==> src/rtl/matrix_operand_loader.sv <==
// matrix_operand_loader
// ---------------------
// Upstream feeder for the NxN matrix multiplier. It accepts a serial stream of
// unsigned elements over a valid/ready handshake and fills matrix A, then
// matrix B, in row-major order. It then pulses `start` for one cycle and holds
// both operand buses stable until `mult_done` releases them.
//
// Optional feature macro: MATRIX_LOADER_FRAME_EN
//   When defined, the `in_last` / `frame_err` ports exist and every frame is
//   checked for a correctly placed end-of-frame marker. A misplaced marker
//   aborts the frame back to LOAD_A without issuing `start`.
//   When undefined, the loader relies on element counting alone.

module matrix_operand_loader #(
  parameter int BIT_LEN     = 8,
  parameter int MATRIX_SIZE = 3,
  parameter int CNT_W       = 4   // must satisfy 2**CNT_W > MATRIX_SIZE**2
) (
  input  logic                                       clk,
  input  logic                                       reset_n,
  input  logic [BIT_LEN-1:0]                         in_data,
  input  logic                                       in_valid,
  output logic                                       in_ready,
  output logic [BIT_LEN*MATRIX_SIZE*MATRIX_SIZE-1:0] mat_a_flat,
  output logic [BIT_LEN*MATRIX_SIZE*MATRIX_SIZE-1:0] mat_b_flat,
  output logic                                       start,
  input  logic                                       mult_done,
  output logic                                       busy
`ifdef MATRIX_LOADER_FRAME_EN
  ,
  input  logic                                       in_last,
  output logic                                       frame_err
`endif
);

  // ---------------------------------------------------------------------------
  // Local constants and types
  // ---------------------------------------------------------------------------
  localparam int ELEM_CNT = MATRIX_SIZE * MATRIX_SIZE;
  localparam int FLAT_W   = BIT_LEN * ELEM_CNT;

  // Index of the final slot in a matrix; reaching it closes the current matrix.
  localparam logic [CNT_W-1:0] LAST_IDX = CNT_W'(ELEM_CNT - 1);

  typedef enum logic [1:0] {
    LOAD_A = 2'd0,  // filling matrix A (reset state)
    LOAD_B = 2'd1,  // filling matrix B
    FIRE   = 2'd2,  // single cycle in which start is high
    HOLD   = 2'd3   // operands frozen until the multiplier reports done
  } state_e;

  // ---------------------------------------------------------------------------
  // State and next-state signals
  // ---------------------------------------------------------------------------
  state_e             state_q, state_d;
  logic [CNT_W-1:0]   idx_q,   idx_d;
  logic [FLAT_W-1:0]  mat_a_q, mat_a_d;
  logic [FLAT_W-1:0]  mat_b_q, mat_b_d;
  logic               start_q, start_d;
  logic               busy_q,  busy_d;

  // Decoded per-cycle control.
  logic               accept;     // element transferred this cycle
  logic               idx_last;   // current slot is the last one of a matrix
  logic               write_a;    // store in_data into A slot idx_q
  logic               write_b;    // store in_data into B slot idx_q
  logic               frame_bad;  // accepted element violates framing

  // ---------------------------------------------------------------------------
  // Handshake decode
  // ---------------------------------------------------------------------------
  // Ready comes from the state register alone, so there is no combinational
  // path from in_valid back to in_ready.
  assign in_ready = (state_q == LOAD_A) || (state_q == LOAD_B);
  assign accept   = in_valid && in_ready;
  assign idx_last = (idx_q == LAST_IDX);

`ifdef MATRIX_LOADER_FRAME_EN
  logic frame_err_q, frame_err_d;
  logic final_b;

  // in_last must be high on exactly the final B element of the frame; any
  // other placement (early, or missing on the final element) is a violation.
  assign final_b   = (state_q == LOAD_B) && idx_last;
  assign frame_bad = accept && (in_last != final_b);
`else
  assign frame_bad = 1'b0;
`endif

  // ---------------------------------------------------------------------------
  // Next-state logic: FSM transitions, slot index and write enables
  // ---------------------------------------------------------------------------
  always_comb begin
    // NOTE: every signal driven here gets a default first, so no path through
    // the case statement can leave one unassigned and infer a latch.
    state_d = state_q;
    idx_d   = idx_q;
    write_a = 1'b0;
    write_b = 1'b0;

    unique case (state_q)
      LOAD_A: begin
        if (accept) begin
          if (frame_bad) begin
            // Discard the element and restart the frame from slot 0.
            idx_d   = '0;
            state_d = LOAD_A;
          end else begin
            write_a = 1'b1;
            if (idx_last) begin
              idx_d   = '0;
              state_d = LOAD_B;
            end else begin
              idx_d = idx_q + CNT_W'(1);
            end
          end
        end
      end

      LOAD_B: begin
        if (accept) begin
          if (frame_bad) begin
            idx_d   = '0;
            state_d = LOAD_A;
          end else begin
            write_b = 1'b1;
            if (idx_last) begin
              idx_d   = '0;
              state_d = FIRE;
            end else begin
              idx_d = idx_q + CNT_W'(1);
            end
          end
        end
      end

      // start is high for exactly this one cycle; mult_done is ignored here.
      FIRE: begin
        state_d = HOLD;
      end

      HOLD: begin
        if (mult_done) begin
          state_d = LOAD_A;
          idx_d   = '0;
        end
      end

      default: begin
        state_d = LOAD_A;
        idx_d   = '0;
      end
    endcase
  end

  // Operand slot decode: only the addressed slot of the selected matrix takes
  // the new element, all others keep their (possibly stale) contents.
  always_comb begin
    mat_a_d = mat_a_q;
    mat_b_d = mat_b_q;
    for (int s = 0; s < ELEM_CNT; s++) begin
      if (write_a && (idx_q == CNT_W'(s))) begin
        mat_a_d[s*BIT_LEN +: BIT_LEN] = in_data;
      end
      if (write_b && (idx_q == CNT_W'(s))) begin
        mat_b_d[s*BIT_LEN +: BIT_LEN] = in_data;
      end
    end
  end

  // Registered status outputs, derived from where the FSM is about to be.
  always_comb begin
    start_d = (state_d == FIRE);
    busy_d  = (state_d != LOAD_A) || (idx_d != '0);
  end

`ifdef MATRIX_LOADER_FRAME_EN
  // Framing error is a one-cycle registered pulse following the bad element.
  always_comb begin
    frame_err_d = frame_bad;
  end
`endif

  // ---------------------------------------------------------------------------
  // Sequential state
  // ---------------------------------------------------------------------------

  // FSM state and slot index register.
  always_ff @(posedge clk or negedge reset_n) begin
    if (!reset_n) begin
      state_q <= LOAD_A;
      idx_q   <= '0;
    end else begin
      // NOTE: sequential state uses non-blocking assignments so every
      // register samples its next value from the same pre-edge snapshot.
      state_q <= state_d;
      idx_q   <= idx_d;
    end
  end

  // Operand storage for matrices A and B.
  always_ff @(posedge clk or negedge reset_n) begin
    if (!reset_n) begin
      // NOTE: the operand store is small and must read as zero after reset,
      // so it is reset like ordinary registers rather than left uninitialised
      // as a RAM would be.
      mat_a_q <= '0;
      mat_b_q <= '0;
    end else begin
      mat_a_q <= mat_a_d;
      mat_b_q <= mat_b_d;
    end
  end

  // Registered start pulse and busy flag.
  always_ff @(posedge clk or negedge reset_n) begin
    if (!reset_n) begin
      start_q <= 1'b0;
      busy_q  <= 1'b0;
    end else begin
      start_q <= start_d;
      busy_q  <= busy_d;
    end
  end

`ifdef MATRIX_LOADER_FRAME_EN
  // Registered framing-error pulse.
  always_ff @(posedge clk or negedge reset_n) begin
    if (!reset_n) begin
      frame_err_q <= 1'b0;
    end else begin
      frame_err_q <= frame_err_d;
    end
  end

  assign frame_err = frame_err_q;
`endif

  // ---------------------------------------------------------------------------
  // Output drive
  // ---------------------------------------------------------------------------
  assign mat_a_flat = mat_a_q;
  assign mat_b_flat = mat_b_q;
  assign start      = start_q;
  assign busy       = busy_q;

endmodule

==> config.mk <==
export PLATFORM = sky130hd
export DESIGN_NAME = matrix_operand_loader
export DESIGN_NICKNAME = d
export VERILOG_FILES = /design/src/rtl/matrix_operand_loader.sv
export SDC_FILE = /design/constraint.sdc
export NUM_CORES = 1
export LEC_CHECK = 0
export CELL_PAD_IN_SITES_DETAIL_PLACEMENT = 1
export CELL_PAD_IN_SITES_GLOBAL_PLACEMENT = 1
export CORE_MARGIN = 8
export CORE_UTILIZATION = 39
export DETAILED_ROUTE_END_ITERATION = 16
export HOLD_SLACK_MARGIN = 0.08
export PLACE_DENSITY = 0.76
export SLEW_MARGIN = 15
export SYNTH_ARGS = -nofsm -noshare
export SYNTH_HDL_FRONTEND = slang
export SYNTH_SLANG_ARGS = --single-unit
==> constraint.sdc <==
create_clock -name clk -period 2.7 [get_ports clk]
set_input_delay 0.405 -clock clk [delete_from_list [all_inputs] [get_ports clk]]
set_output_delay 0.405 -clock clk [all_outputs]
set_load 0.02 [all_outputs]
==> metrics <==
status=completed; DP Worst Slack=0.262 ns; initial antenna violation count=0; hold crit path type=reg2reg; max_cap viols=0; CP Launch Type=flop; vias in the first global route=4441; DRC errors left=0; CTS Buf Count=17; endpoint type of the worst setup path=output port; CTS tree=yes; xor/xnor cell area share of the yosys netlist=0; Worst Path Arrival=1.98 ns; adder-cell share of the synthesized area=0.00835; boundary pin count=159; drt wl/cell=23.1 µm; first-pass GRT wire length=27500 µm; Compound-Gate Fraction of Synth Area=0.0165; leading area contributor after synthesis=dfrtp_1; Sink Count=152; Synth Register Bits=152; Mapped Cells=375; fin crit share=0.883; Final min period=2.38 ns; post-synthesis sequential area ratio=0.635; Flop pwr share=0.345; Clock Path Buffers=2; Tot GR Track Use=0.185; Die Width=140 µm; GP Congestion=0.771; Post-synth top cells=152 x dfrtp_1, 133 x mux2_2, 12 x nand2_1, 10 x clkbuf_1, 7 x mux2_1; Synth cell types=39; largest net degree at the start of global routing=60; area grow syn2layout=40.9%; CP Cell Sequence=inv_1, clkdlybuf4s50_1; Reg area=3800 µm²; share of cells above drive strength 1=0.348; Core ar.=15100 µm²; ys flop type=dfrtp_1; Crit path required time=2.30 ns; worst setup margin=0.316 ns; largest family of logic cells by synthesized area=multiplexers; I/O Buffers=158; Vias=3779; post-synthesis cell area=5990 µm²; worst-margin pin slew=0.834 ns; asr flop ratio synth=1.00; R2R depth=7; drt pass-1 iters=4; CTS resizes=0; FP Rows=45; critical path's largest stage delay=0.70 ns; Clk pwr share=0.220; mux cell area share after synthesis=0.275; crit path kind=reg2out; simple-gate share of the synthesized area=0.0470; Relative slew margins=0.442; Leak=3.81 nW; CTS Root Cell=clkbuf_16; Slowest-stage cell, CP=dfrtp_1; Layout fillers=1460; crit path from=state_q[1]; unrepaired setup endpoints after global routing=false; Synth top area share=0.635; number of flops mapped to enable cells by yosys=0; Clock transition at path regs=0.06 ns; Post-DRT Antenna Nets=0; GRT Residual Overflow=0; Skew-Pair Late Insertion Delay=0.42 ns; sw frac=0.353; dpl cells=714; FMAX=420 MHz; most common cell in the netlist=dfrtp_1; drt via density=5.07; Multi-input gate area=2080 µm²; fin nets=562; Die ar.=19600 µm²; final hold vios=0; Area contributors post-synth=dfrtp_1 63%, mux2_2 25%, mux2_1 1.3%; Final setup violation count=0; initial core utilization=0.397; Int Power=7.44 mW; FF-to-FF End=busy; Synthesized Nets=391; DIE HEIGHT=140 µm; Comb power frac=0.435; Layout Cells excl Fill=746; switching pwr=4.06 mW; Detailed Route WL=17200 µm; Worst Setup EP=in_ready; DR iter-0 viols=151; Yosys warning total=0; VDD IR max=0.652 mV; Mean Syn Cell Area=16.0 µm²; Pwr Density=1360 nW/µm²; worst-path fanout max=18; Antenna Cells=0; total negative slack=0 ns; dpl hpwl=12100 µm; Final Skew=0.00836 ns; Max Slew Vio Count=0; worst reg2reg path startpoint=idx_q[0]; reg2reg setup slack=0.40 ns; worst hold slack=0.497 ns; htree depth=4
[per-stage QoR]
stage | instance area, µm² | util | power [mW]
after floorplan | 5990 | - | 6.43
after global placement | 7800 | 0.517 | 8.87
after detailed placement | 7800 | 0.517 | 9.05
after CTS | 8440 | 0.559 | 11.6
after global routing | 8440 | 0.559 | 12.1
final | 8440 | 0.559 | 11.5
[kinds of logic after synthesis]
family                     after synthesis
AOI/OAI and AO/OA                       14
adders and majority gates                4
buffers and inverters                   21
DFF                                    152
muxes                                  145
and+or+nand+nor                         39
[worst min path at each step]
| stage | startpoint | endpoint | slack (ns) | cells after the start |
|---|---|---|---|---|
| after floorplan | reset_n | busy | 0.11 | 0 |
| after global placement | reset_n | mat_b_flat[29] | 0.41 | 1 |
| after detailed placement | reset_n | mat_b_flat[61] | 0.42 | 1 |
| after CTS | mat_a_flat[58] | mat_a_flat[58] | 0.50 | 1 |
| after global routing | mat_a_flat[3] | mat_a_flat[3] | 0.52 | 1 |
| final | mat_a_flat[58] | mat_a_flat[58] | 0.50 | 1 |
[timing repair]
action / in CTS / in global routing
hold buffers: 1 / 0
endpoints found under the hold margin: 56 / 0
setup buffers: 0 / 0
[power groups by stage]
stage / Combinational (mW) / Clock, mW / Sequential, mW
finish: 5.01 / 2.53 / 3.96
detailed placement: 5.06 / 0 / 3.99
global placement: 4.95 / 0 / 3.93
global route: 5.30 / 2.65 / 4.11
CTS: 5.10 / 2.57 / 3.97
floorplan: 1.44 / 0 / 4.99
[routing by layer]
layer | GRT usage | share of wire
met1 | 0.222 | 0.43
met2 | 0.292 | 0.47
met3 | 0.0853 | 0.085
met4 | 0.0549 | 0.012
met5 | 0 | 0
[flip-flops by register name (all words and copies together), names as in the netlist]
register	flops
busy	1
state_q	2
mat_a_flat	72
idx_q	4
mat_b_flat	72
start	1
[layout make-up]
type                            instances  area share
Tap cell                              188      0.0279
Multi-Input combinational cell        202       0.246
Timing Repair Buffer                  169       0.199
Clock inverter                         11      0.0203
Inverter                                4     0.00193
Sequential cell                       152       0.451
Clock buffer                           20      0.0541
[critical path: cells and delay by family (launching register included)]
kind | cells | cell delay (ns)
buf+inv | 2 | 0.86
flops | 1 | 0.70
[placed cells by master (no fill, tap or decap), types with 2 or more instances in the layout]
cell type and count:
clkdlybuf4s50_1 157, dfrtp_1 152, mux2_2 133, clkbuf_16 17
nand2_1 12, buf_4 9, mux2_1 7, nand2_2 4
nand2_4 4, mux2_4 4, ha_1 4, bufinv_16 4
inv_1 3, nand3_1 3, o21ai_0 3, clkinv_2 3
nor2b_1 2, a21boi_0 2, a21oi_1 2, o2111ai_1 2
nor3_2 2, clkinv_4 2, clkinvlp_4 2, clkbuf_8 2
(Power assumes the default switching activity.)
